`src/rtl/fb_pkg.sv`:
```
// fb_pkg: shared types and helpers for the frame-buffer arbiter
// Contents: FSM state enum, buffer index type, triple-buffer selection, saturating increment.
package fb_pkg;
  typedef enum logic [1:0] {IDLE, CMD, WAIT} state_t;
  typedef logic [1:0] buf_idx_t;
  // First buffer of 0..2 that is neither being displayed nor just completed.
  function automatic buf_idx_t next_wr_buf(buf_idx_t rd, buf_idx_t done);
    return (rd != 2'd0 && done != 2'd0) ? 2'd0 : (rd != 2'd1 && done != 2'd1) ? 2'd1 : 2'd2;
  endfunction
  function automatic logic [15:0] sat_inc(logic [15:0] v);
    return v + 16'(v != 16'hffff);
  endfunction
endpackage

```
`src/rtl/fb_buf_arbiter_if.sv`:
```
// fb_buf_arbiter_if: burst command channel between arbiter (master) and SDRAM controller (slave)
// Signals: cmd_valid/cmd_ready handshake, cmd_write/cmd_addr/cmd_len fields, cmd_done completion pulse.
interface fb_buf_arbiter_if #(parameter int ADDR_W = 24, parameter int LEN_W = 10);
  logic              cmd_valid;
  logic              cmd_ready;
  logic              cmd_write;
  logic [ADDR_W-1:0] cmd_addr;
  logic [LEN_W-1:0]  cmd_len;
  logic              cmd_done;
  modport master(output cmd_valid, cmd_write, cmd_addr, cmd_len, input cmd_ready, cmd_done);
  modport slave(input cmd_valid, cmd_write, cmd_addr, cmd_len, output cmd_ready, cmd_done);
endinterface

```
`src/rtl/fb_buf_arbiter_side.sv`:
```
// fb_side_ctr: per-side frame offset counter with remaining-burst length and eligibility
// Ports: clk, rst; start restarts the frame; adv advances off by len; avail is FIFO level/room;
// off/active state, rem = next burst length, elig = burst can issue, cmpl = this advance ends the frame.
module fb_side_ctr #(
  parameter int ADDR_W     = 24,
  parameter int LEN_W      = 10,
  parameter int BURST_LEN  = 512,
  parameter int FRAME_SIZE = 1024000
) (
  input  logic              clk,
  input  logic              rst,
  input  logic              start,
  input  logic              adv,
  input  logic [LEN_W-1:0]  len,
  input  logic [LEN_W:0]    avail,
  output logic [ADDR_W-1:0] off,
  output logic              active,
  output logic [LEN_W-1:0]  rem,
  output logic              elig,
  output logic              cmpl
);
  localparam logic [ADDR_W-1:0] FS = ADDR_W'(FRAME_SIZE);
  localparam logic [ADDR_W-1:0] BL = ADDR_W'(BURST_LEN);
  logic [ADDR_W-1:0] left, nxt;
  always_comb begin
    left = FS - off;
    rem  = LEN_W'(left > BL ? BL : left);
    nxt  = off + ADDR_W'(len);
    cmpl = adv && !start && nxt >= FS;
    elig = active && avail >= {1'b0, rem};
  end
  always_ff @(posedge clk) begin
    if (rst) begin
      off    <= '0;
      active <= 1'b0;
    end else if (start) begin
      off    <= '0;
      active <= 1'b1;
    end else if (adv) begin
      off <= nxt;
      if (cmpl) active <= 1'b0;
    end
  end
endmodule

```
`src/rtl/fb_buf_arbiter.sv`:
```
// fb_buf_arbiter: frame-buffer manager and round-robin SDRAM burst arbiter (camera write / HDMI read)
// Ports: clk, rst; wr/rd_frame_start pulses; wr_fifo_level, rd_fifo_room; bus (command channel master);
// wr_buf_idx, rd_buf_idx, rd_frame_valid, drop_cnt, abort_cnt status outputs.
module fb_buf_arbiter
  import fb_pkg::*;
#(
  parameter int              ADDR_W     = 24,
  parameter int              LEN_W      = 10,
  parameter int              BURST_LEN  = 512,
  parameter int              FRAME_SIZE = 1024000,
  parameter int              NUM_BUF    = 3,
  parameter logic [ADDR_W-1:0] BUF_STRIDE = 24'h100000
) (
  input  logic                  clk,
  input  logic                  rst,
  input  logic                  wr_frame_start,
  input  logic                  rd_frame_start,
  input  logic [LEN_W:0]        wr_fifo_level,
  input  logic [LEN_W:0]        rd_fifo_room,
  fb_buf_arbiter_if.master      bus,
  output buf_idx_t              wr_buf_idx,
  output buf_idx_t              rd_buf_idx,
  output logic                  rd_frame_valid,
  output logic [15:0]           drop_cnt,
  output logic [15:0]           abort_cnt
);
  state_t            state, state_n;
  buf_idx_t          latest;
  logic              new_valid, stale;
  logic              load, accept, fin, gnt_wr, rd_go, bypass, wr_adv, rd_adv;
  logic [ADDR_W-1:0] wr_off, rd_off;
  logic [LEN_W-1:0]  wr_rem, rd_rem;
  logic              wr_active, rd_active, wr_elig, rd_elig, wr_cmpl, rd_cmpl;
  fb_side_ctr #(.ADDR_W(ADDR_W), .LEN_W(LEN_W), .BURST_LEN(BURST_LEN), .FRAME_SIZE(FRAME_SIZE)) u_wr (
    .clk(clk), .rst(rst), .start(wr_frame_start), .adv(wr_adv), .len(bus.cmd_len), .avail(wr_fifo_level),
    .off(wr_off), .active(wr_active), .rem(wr_rem), .elig(wr_elig), .cmpl(wr_cmpl)
  );
  fb_side_ctr #(.ADDR_W(ADDR_W), .LEN_W(LEN_W), .BURST_LEN(BURST_LEN), .FRAME_SIZE(FRAME_SIZE)) u_rd (
    .clk(clk), .rst(rst), .start(rd_go), .adv(rd_adv), .len(bus.cmd_len), .avail(rd_fifo_room),
    .off(rd_off), .active(rd_active), .rem(rd_rem), .elig(rd_elig), .cmpl(rd_cmpl)
  );
  // A reader start coinciding with write completion can use the new frame even if none existed before.
  assign rd_go         = rd_frame_start && (rd_frame_valid || wr_cmpl);
  assign bypass        = rd_frame_start && wr_cmpl;
  assign bus.cmd_valid = state == CMD;
  // cmd_write only changes on a grant, so it doubles as the last-granted side for round-robin.
  always_comb begin
    gnt_wr  = wr_elig && (!rd_elig || !bus.cmd_write);
    load    = state == IDLE && (wr_elig || rd_elig);
    accept  = state == CMD && bus.cmd_ready;
    fin     = state == WAIT && bus.cmd_done;
    state_n = load ? CMD : accept ? WAIT : fin ? IDLE : state;
    wr_adv  = fin && bus.cmd_write && !stale;
    rd_adv  = fin && !bus.cmd_write && !stale;
  end
  always_ff @(posedge clk) begin
    if (rst) state <= IDLE;
    else     state <= state_n;
  end
  // stale marks a burst whose side restarted its frame after the grant; its offset advance is dropped.
  always_ff @(posedge clk) begin
    if (rst) begin
      bus.cmd_write <= 1'b0;
      bus.cmd_addr  <= '0;
      bus.cmd_len   <= '0;
      stale         <= 1'b0;
    end else begin
      if (load) begin
        bus.cmd_write <= gnt_wr;
        bus.cmd_addr  <= gnt_wr ? ADDR_W'(wr_buf_idx) * BUF_STRIDE + wr_off
                                : ADDR_W'(rd_buf_idx) * BUF_STRIDE + rd_off;
        bus.cmd_len   <= gnt_wr ? wr_rem : rd_rem;
      end
      stale <= load ? (gnt_wr ? wr_frame_start : rd_go)
                    : stale || (bus.cmd_write ? wr_frame_start : rd_go);
    end
  end
  always_ff @(posedge clk) begin
    if (rst) begin
      wr_buf_idx     <= '0;
      rd_buf_idx     <= '0;
      latest         <= '0;
      new_valid      <= 1'b0;
      rd_frame_valid <= 1'b0;
      drop_cnt       <= '0;
      abort_cnt      <= '0;
    end else begin
      if (wr_frame_start && wr_active) abort_cnt <= sat_inc(abort_cnt);
      if (wr_cmpl) begin
        latest         <= wr_buf_idx;
        rd_frame_valid <= 1'b1;
        wr_buf_idx     <= NUM_BUF == 2 ? wr_buf_idx ^ 2'd1
                                       : next_wr_buf(bypass ? wr_buf_idx : rd_buf_idx, wr_buf_idx);
        if (new_valid && !bypass) drop_cnt <= sat_inc(drop_cnt);
      end
      if (bypass) rd_buf_idx <= wr_buf_idx;
      else if (rd_go && new_valid) rd_buf_idx <= latest;
      new_valid <= wr_cmpl ? !bypass : rd_go ? 1'b0 : new_valid;
    end
  end
endmodule

```
`src/flat_wrapper.sv`:
```
// flat-port wrapper written by rule: the top's interface ports become plain ports
module fb_buf_arbiter_flat import fb_pkg::*;
#(
  parameter int              ADDR_W     = 24,
  parameter int              LEN_W      = 10,
  parameter int              BURST_LEN  = 512,
  parameter int              FRAME_SIZE = 1024000,
  parameter int              NUM_BUF    = 3,
  parameter logic [ADDR_W-1:0] BUF_STRIDE = 24'h100000
)
  (clk, rst, wr_frame_start, rd_frame_start, wr_fifo_level, rd_fifo_room, wr_buf_idx, rd_buf_idx, rd_frame_valid, drop_cnt, abort_cnt, bus_cmd_valid, bus_cmd_write, bus_cmd_addr, bus_cmd_len, bus_cmd_ready, bus_cmd_done);
  fb_buf_arbiter_if #(.ADDR_W(ADDR_W), .LEN_W(LEN_W)) bus_i ();
  input  logic clk;
  input  logic rst;
  input  logic wr_frame_start;
  input  logic rd_frame_start;
  input  logic [LEN_W:0] wr_fifo_level;
  input  logic [LEN_W:0] rd_fifo_room;
  output buf_idx_t wr_buf_idx;
  output buf_idx_t rd_buf_idx;
  output logic rd_frame_valid;
  output logic [15:0] drop_cnt;
  output logic [15:0] abort_cnt;
  output wire logic [$bits(bus_i.cmd_valid)-1:0] bus_cmd_valid;
  output wire logic [$bits(bus_i.cmd_write)-1:0] bus_cmd_write;
  output wire logic [$bits(bus_i.cmd_addr)-1:0] bus_cmd_addr;
  output wire logic [$bits(bus_i.cmd_len)-1:0] bus_cmd_len;
  input wire logic [$bits(bus_i.cmd_ready)-1:0] bus_cmd_ready;
  input wire logic [$bits(bus_i.cmd_done)-1:0] bus_cmd_done;
  assign bus_cmd_valid = bus_i.cmd_valid;
  assign bus_cmd_write = bus_i.cmd_write;
  assign bus_cmd_addr = bus_i.cmd_addr;
  assign bus_cmd_len = bus_i.cmd_len;
  assign bus_i.cmd_ready = bus_cmd_ready;
  assign bus_i.cmd_done = bus_cmd_done;
  fb_buf_arbiter #(.ADDR_W(ADDR_W), .LEN_W(LEN_W), .BURST_LEN(BURST_LEN), .FRAME_SIZE(FRAME_SIZE), .NUM_BUF(NUM_BUF), .BUF_STRIDE(BUF_STRIDE)) u_core (.clk(clk), .rst(rst), .wr_frame_start(wr_frame_start), .rd_frame_start(rd_frame_start), .wr_fifo_level(wr_fifo_level), .rd_fifo_room(rd_fifo_room), .bus(bus_i), .wr_buf_idx(wr_buf_idx), .rd_buf_idx(rd_buf_idx), .rd_frame_valid(rd_frame_valid), .drop_cnt(drop_cnt), .abort_cnt(abort_cnt));
endmodule
```
`config.mk`:
```
export PLATFORM = sky130hd
export DESIGN_NAME = fb_buf_arbiter_flat
export DESIGN_NICKNAME = d
export VERILOG_FILES = /design/src/rtl/fb_pkg.sv /design/src/rtl/fb_buf_arbiter_if.sv /design/src/rtl/fb_buf_arbiter_side.sv /design/src/rtl/fb_buf_arbiter.sv /design/src/flat_wrapper.sv
export SDC_FILE = /design/constraint.sdc
export NUM_CORES = 1
export LEC_CHECK = 0
export BUFFER_PORTS_ARGS = -buffer_cell sky130_fd_sc_hd__buf_2
export CELL_PAD_IN_SITES_DETAIL_PLACEMENT = 0
export CELL_PAD_IN_SITES_GLOBAL_PLACEMENT = 2
export CORE_MARGIN = 5
export CORE_UTILIZATION = 38
export DETAILED_ROUTE_END_ITERATION = 7
export GPL_TIMING_DRIVEN = 0
export PLACE_DENSITY_LB_ADDON = 0.1
export SLEW_MARGIN = 20
export SYNTH_ARGS = -nofsm -noshare
export SYNTH_HDL_FRONTEND = slang
export SYNTH_SLANG_ARGS = --single-unit
```
`constraint.sdc`:
```
create_clock -name clk -period 9.2 [get_ports clk]
set_input_delay 1.38 -clock clk [delete_from_list [all_inputs] [get_ports clk]]
set_output_delay 1.38 -clock clk [all_outputs]
set_load 0.01 [all_outputs]
```
==> impl_metrics.tcl, run 1 <==
set metrics [dict create \
    switchingPower_mw 0.307 \
    fin_nets 1242 \
    intPower_mw 1.11 \
    clk_pin_slew_ns 0.06 \
    switching_share 0.217 \
    slew_headroom 0.354 \
    via_count 7884 \
    clock-sinks 128 \
    first_pass_iters 6 \
    multiInputGateArea_um2 5440 \
    slew_violations 0 \
    grt_pass1_vias 7453 \
    power_density_nw_per_um2 141 \
    cts_hold_buffers 0 \
    ioPinCount 101 \
    die-width_um 159 \
    synth.area.top_cells "dfxtp_1 30%, ha_1 7.4%, nor2_1 6.6%" \
    fillers 2322 \
    p_seq_frac 0.396 \
    drv_cap 0 \
    holdCritPathClass "register to register" \
    synth_area_um2 8480 \
    cts_tree "done" \
    synth_nets 1125 \
    io_buffers 98 \
    setup_viol 0 \
    clockBufferDepth 2 \
    area_delta_synth_final_pct 17.9 \
    drcViolationCount 0 \
    grt_max_degree 17 \
    combPwrFrac 0.045 \
    synthTopCellsByCount "149 x nor2_1, 128 x dfxtp_1, 70 x nand2_1" \
    gp_congestion 0.861 \
    via_per_inst 5.43 \
    critPathMaxFanout 10 \
    start_util 0.387 \
    worstSetupPathType "register to register" \
    rsz0062_at_grt "false" \
    numCtsBuffers 17 \
    ys_types 82 \
    fp.dieArea_um2 25400 \
    hold_viol 0 \
    grt_usage 0.205 \
    yosysTopAreaCell "dfxtp_1" \
    core-area_um2 21900 \
    rows 54 \
    async_flop_share 0 \
    power_mw 1.41 \
    htree_num_levels 4 \
    fp.dieH_um 159 \
    period_needed_ns 5.88 \
    synth-seq-area-share 0.302 \
    ys_warn_count 0 \
    pwr-share-clk 0.559 \
    required_ns 9.56 \
    finalCritPeriodShare 0.639 \
    reg2reg_slack_ns 3.32 \
    post_drt_wl_per_cell_um 18.4 \
    synth_edf_count 0 \
    dpl_cell_area_um2 9320 \
    grt_pass1_wl_um 42200 \
    instances_no_fill 1453 \
    drive_gt1_frac 0.168 \
    pre_cts_ws_ns 3.27 \
    fmax_mhz 170 \
    leakagePower_nw 4.13 \
    avgSynthCellArea_um2 8.13 \
    syn_inst 1043 \
    finish.instance_area_um2 10000 \
    gr-total-overflow 0 \
    drt_iter0_drc 534 \
    antenna-diode-count 0 \
    hpwl_um 21000 \
    register_area_um2 2560 \
    cp.arrival_ns 6.24 \
    root_buffer "clkbuf_16" \
    ant_nets 0 \
    antenna_found_initial 0 \
    post-cts-setup-buffer-count 0 \
    routed_wl_um 26700 \
    cp-end-kind "register" \
    tightest_slew_ns 0.967 \
    finalSetupTns_ns 0 \
    timing.final.ws_setup_ns 3.32 \
    peakVddDrop_v 0.000103 \
    dp_cells 1421 \
    synth.most_common_cell "nor2_1" \
    post_cts_resized 0 \
    clock_latency_ns 0.43 \
    clock_skew_ns 0.0120 \
    cp-start-kind "register" \
    synth_top_area_frac 0.302 \
    status "finished, final reports clean" \
    ys.flop_type "dfxtp_1" \
    synth-seq-cells 128 \
]
[path summary, 6_finish.rpt]
path,from,to,cells past startpoint
min,u_core.latest[0],u_core.latest[0],2
max reg2reg,u_core.u_wr.off[0],u_core.bus.cmd_len[6],22
min reg2reg,u_core.latest[0],u_core.latest[0],2
max,u_core.u_wr.off[0],u_core.bus.cmd_len[6],22
[metrics by stage]
| step | util | hold slack [ns] |
|---|---|---|
| floorplan | - | 0.427 |
| global placement | 0.426 | 0.437 |
| detailed placement | 0.426 | 0.440 |
| CTS | 0.457 | 0.447 |
| global route | 0.457 | 0.491 |
| finish | 0.457 | 0.445 |
[kinds of logic after synthesis]
kind of cell               after synthesis  synth area share
and+or+nand+nor                        431             0.259
AOI/OAI and AO/OA                      221             0.189
DFF                                    128             0.302
buffers and inverters                  107            0.0564
xor gates and xnor gates                82            0.0847
adders and majority gates               54            0.0832
muxes                                   20            0.0255
[registers in the layout, indices dropped and copies added, names as in the netlist]
register               flops
u_core.abort_cnt          16
u_core.bus.cmd_addr       24
u_core.bus.cmd_len        10
u_core.bus.cmd_write       1
u_core.drop_cnt           16
u_core.latest              2
u_core.new_valid           1
u_core.rd_buf_idx          2
u_core.rd_frame_valid      1
u_core.stale               1
u_core.state               2
u_core.u_rd.active         1
u_core.u_rd.off           24
u_core.u_wr.active         1
u_core.u_wr.off           24
u_core.wr_buf_idx          2
[power by group through the flow]
stage / combinational [mW] / clock, mW / sequential (mW)
after floorplan: 0.0384 / 0 / 0.571
after global placement: 0.0640 / 0 / 0.572
after detailed placement: 0.0643 / 0 / 0.572
after CTS: 0.0647 / 0.803 / 0.560
after global routing: 0.0717 / 0.828 / 0.560
final: 0.0640 / 0.791 / 0.560
[worst max-delay path, stage by stage (launching register included)]
cell       delay (ns)
dfxtp_1          0.31
clkbuf_1         0.23
inv_1            0.11
ha_1             0.22
nor2b_1          0.25
nand3_1          0.17
o21a_1           0.24
mux2i_1          0.12
a2111oi_0        0.38
and4bb_2         0.29
buf_2            0.22
and2_1           0.16
ha_1             0.22
nand2b_1         0.14
a21o_1           0.18
a21oi_1          0.14
o21ai_0          0.12
a2111oi_1        0.85
nor4_1           0.16
nor3_1           0.61
clkbuf_1         0.41
a22oi_1          0.20
o21ai_2          0.09
[metal layers]
metal / global-route usage / up-vias / share of wire
met5: 0 / - / 0
li1: - / 3974 / -
met1: 0.298 / 3748 / 0.50
met4: 0.0477 / 0 / 0.013
met3: 0.0305 / 22 / 0.035
met2: 0.322 / 140 / 0.45
[layout by cell type, fill, tap and decap left out, types with 37 or more instances in the layout]
master and count:
nor2_1 149, dfxtp_1 128, buf_2 105, nand2_1 70, ha_1 50, nand3_1 48
clkbuf_1 46, xnor2_1 45, a21oi_1 45, inv_1 38, xor2_1 37
[layout make-up]
cell class,count,share of cell area
Timing Repair Buffer,98,0.0490
Tap cell,280,0.0350
Sequential cell,128,0.256
Buffer,68,0.0332
Inverter,39,0.0146
Clock inverter,10,0.0204
Multi-Input combinational cell,808,0.544
Clock buffer,22,0.0474
(Power assumes the default switching activity.)
==> inputs of run 2 (changes only) <==
--- a/config.mk
+++ b/config.mk
@@ -9,7 +9,7 @@
 export CELL_PAD_IN_SITES_DETAIL_PLACEMENT = 0
 export CELL_PAD_IN_SITES_GLOBAL_PLACEMENT = 2
 export CORE_MARGIN = 5
-export CORE_UTILIZATION = 38
+export CORE_UTILIZATION = 32
 export DETAILED_ROUTE_END_ITERATION = 7
 export GPL_TIMING_DRIVEN = 0
 export PLACE_DENSITY_LB_ADDON = 0.1
==> constraint.sdc (replaced) <==
create_clock -name clk -period 5.17 [get_ports clk]
set_input_delay 0.7755 -clock clk [delete_from_list [all_inputs] [get_ports clk]]
set_output_delay 0.7755 -clock clk [all_outputs]
set_load 0.01 [all_outputs]
==> run 2 against run 1 <==
  * Via count increased by 0.24%
  * Sequential share of layout area decreased by 0.30 points
  * Combinational power increased by 91%
==> impl_metrics.tcl, run 2 (same netlist as run 1, synthesis figures left out) <==
set metrics [dict create \
    status "finished, final reports clean" \
    htree_num_levels 4 \
    multiInputGateArea_um2 5520 \
    setup_viol 0 \
    pre_cts_ws_ns -0.744 \
    r2r-start "u_core.u_rd.off[0]" \
    intPower_mw 1.82 \
    hold_depth 2 \
    via_count 7903 \
    worstReg2RegEnd "u_core.bus.cmd_addr[22]" \
    fin_nets 1245 \
    io_buffers 98 \
    clockBufferDepth 2 \
    antenna-diode-count 0 \
    timing.final.ws_setup_ns 0.326 \
    fp.dieArea_um2 29900 \
    final_cell_mix "147 x nor2_1, 127 x dfxtp_1, 105 x buf_2" \
    register_area_um2 2560 \
    cts_tree "done" \
    rsz0062_at_grt "false" \
    tightest_slew_ns 0.806 \
    root_buffer "clkbuf_16" \
    rows 59 \
    drive_gt1_frac 0.191 \
    drv_cap 0 \
    gr-total-overflow 0 \
    ant_nets 0 \
    gp_congestion 0.809 \
    top_regs "u_core.bus.cmd_addr (24), u_core.u_rd.off (24), u_core.u_wr.off (24)" \
    core-area_um2 26100 \
    clock-sinks 128 \
    r2r_cells 21 \
    die-width_um 173 \
    combPwrFrac 0.051 \
    first_pass_iters 5 \
    grt_max_degree 17 \
    final_common_cell "nor2_1" \
    hpwl_um 22000 \
    p_seq_frac 0.417 \
    slew_violations 0 \
    cp-start-kind "register" \
    fp.dieH_um 173 \
    grt_pass1_wl_um 44100 \
    via_per_inst 5.23 \
    hold_viol 0 \
    cp.arrival_ns 5.13 \
    critPathMaxFanout 10 \
    cts_hold_buffers 0 \
    clock_latency_ns 0.43 \
    finalCritPeriodShare 0.937 \
    leakagePower_nw 4.16 \
    hp-start "u_core.latest[0]" \
    ioPinCount 101 \
    slew_headroom 0.458 \
    clock_skew_ns 0.0109 \
    area_delta_synth_final_pct 19.4 \
    period_needed_ns 4.84 \
    power_density_nw_per_um2 236 \
    switchingPower_mw 0.573 \
    switching_share 0.240 \
    fillers 2759 \
    peakVddDrop_v 0.000177 \
    routed_wl_um 28100 \
    drt_iter0_drc 430 \
    holdPathEnd "u_core.latest[0]" \
    required_ns 5.45 \
    holdCritPathClass "register to register" \
    finalSetupTns_ns 0 \
    clk_pin_slew_ns 0.06 \
    start_util 0.325 \
    drcViolationCount 0 \
    grt_usage 0.184 \
    numCtsBuffers 17 \
    worstSetupPathType "register to register" \
    fmax_mhz 206 \
    cp-end-kind "register" \
    antenna_found_initial 0 \
    post_drt_wl_per_cell_um 18.6 \
    grt_pass1_vias 7612 \
    reg2reg_slack_ns 0.33 \
    pwr-share-clk 0.532 \
]
run 2: cell types whose count changed in the layout (fill, tap and decap cells not counted), sizes merged:
cell,change
buf,+4
bufinv,-3
clkbuf,-4
clkinv,+3
clkinvlp,+2
run 2: power groups by stage:
| stage | Clock [mW] | Sequential [mW] | Combinational (mW) |
|---|---|---|---|
| finish | 1.27 | 0.996 | 0.122 |
| global route | 1.35 | 0.996 | 0.136 |
| CTS | 1.30 | 0.995 | 0.123 |
| detailed placement | 0 | 1.02 | 0.117 |
| global placement | 0 | 1.02 | 0.117 |
| floorplan | 0 | 1.02 | 0.0684 |
run 2: layout make-up:
class | instances | area share
multi-input combinational | 808 | 0.545
sequential | 128 | 0.253
timing repair buffer | 102 | 0.0514
clock buffer | 19 | 0.0447
tap | 335 | 0.0414
buffer | 67 | 0.0336
clock inverter | 12 | 0.0157
inverter | 39 | 0.0145
run 2: worst max path at each step:
stage / start / to / slack, ns / depth (start not counted)
finish: u_core.u_rd.off[0] / u_core.bus.cmd_addr[22] / 0.33 / 21
global route: u_core.u_wr.off[0] / u_core.bus.cmd_addr[9] / 0.007 / 22
CTS: u_core.u_rd.off[0] / u_core.bus.cmd_addr[22] / 0.03 / 20
detailed placement: u_core.u_wr.off[0] / u_core.bus.cmd_len[8] / -0.74 / 22
global placement: u_core.u_wr.off[0] / u_core.bus.cmd_len[8] / -1.00 / 22
floorplan: u_core.u_wr.off[0] / u_core.bus.cmd_len[4] / 0.68 / 22
run 2: per-stage QoR:
step | area (um^2) | hold WS [ns] | util | instances | power, mW
floorplan | 8480 | 0.427 | - | 1043 | 1.08
global placement | 9390 | 0.437 | 0.360 | 1476 | 1.13
detailed placement | 9390 | 0.439 | 0.360 | 1476 | 1.13
CTS | 10100 | 0.448 | 0.386 | 1509 | 2.42
global route | 10100 | 0.485 | 0.388 | 1510 | 2.48
finish | 10100 | 0.447 | 0.388 | 1510 | 2.39
run 2: metal layers:
| metal | track usage | vias to the layer above | part of all wire |
|---|---|---|---|
| met5 | 0 | - | 0 |
| met4 | 0.0396 | 0 | 0.014 |
| met3 | 0.0328 | 22 | 0.030 |
| met2 | 0.291 | 116 | 0.45 |
| met1 | 0.265 | 3796 | 0.50 |
| li1 | - | 3969 | - |
run 2: timing repair:
action / 4_1_cts / 5_1_grt
endpoints found under the hold margin: 0 / 0
gates resized for setup: 15 / 17
buffers inserted: 2 / 2
endpoints found under the setup margin: 36 / 36
pin swaps: 2 / 2
run 2: critical path: stages, from the launching register on:
cell and delay (ns):
dfxtp_1 0.31, buf_2 0.19, inv_1 0.16, ha_1 0.35
nand3_4 0.18, or4_1 0.51, a221oi_2 0.25, nand3_1 0.11
a21oi_2 0.13, nand4_1 0.09, buf_4 0.18, or2_2 0.30
ha_1 0.29, o21a_1 0.11, o21ai_0 0.16, a21oi_1 0.10
o21ai_2 0.30, a21oi_2 0.15, o31a_1 0.20, clkbuf_2 0.26
a222oi_1 0.30, nor2_1 0.06
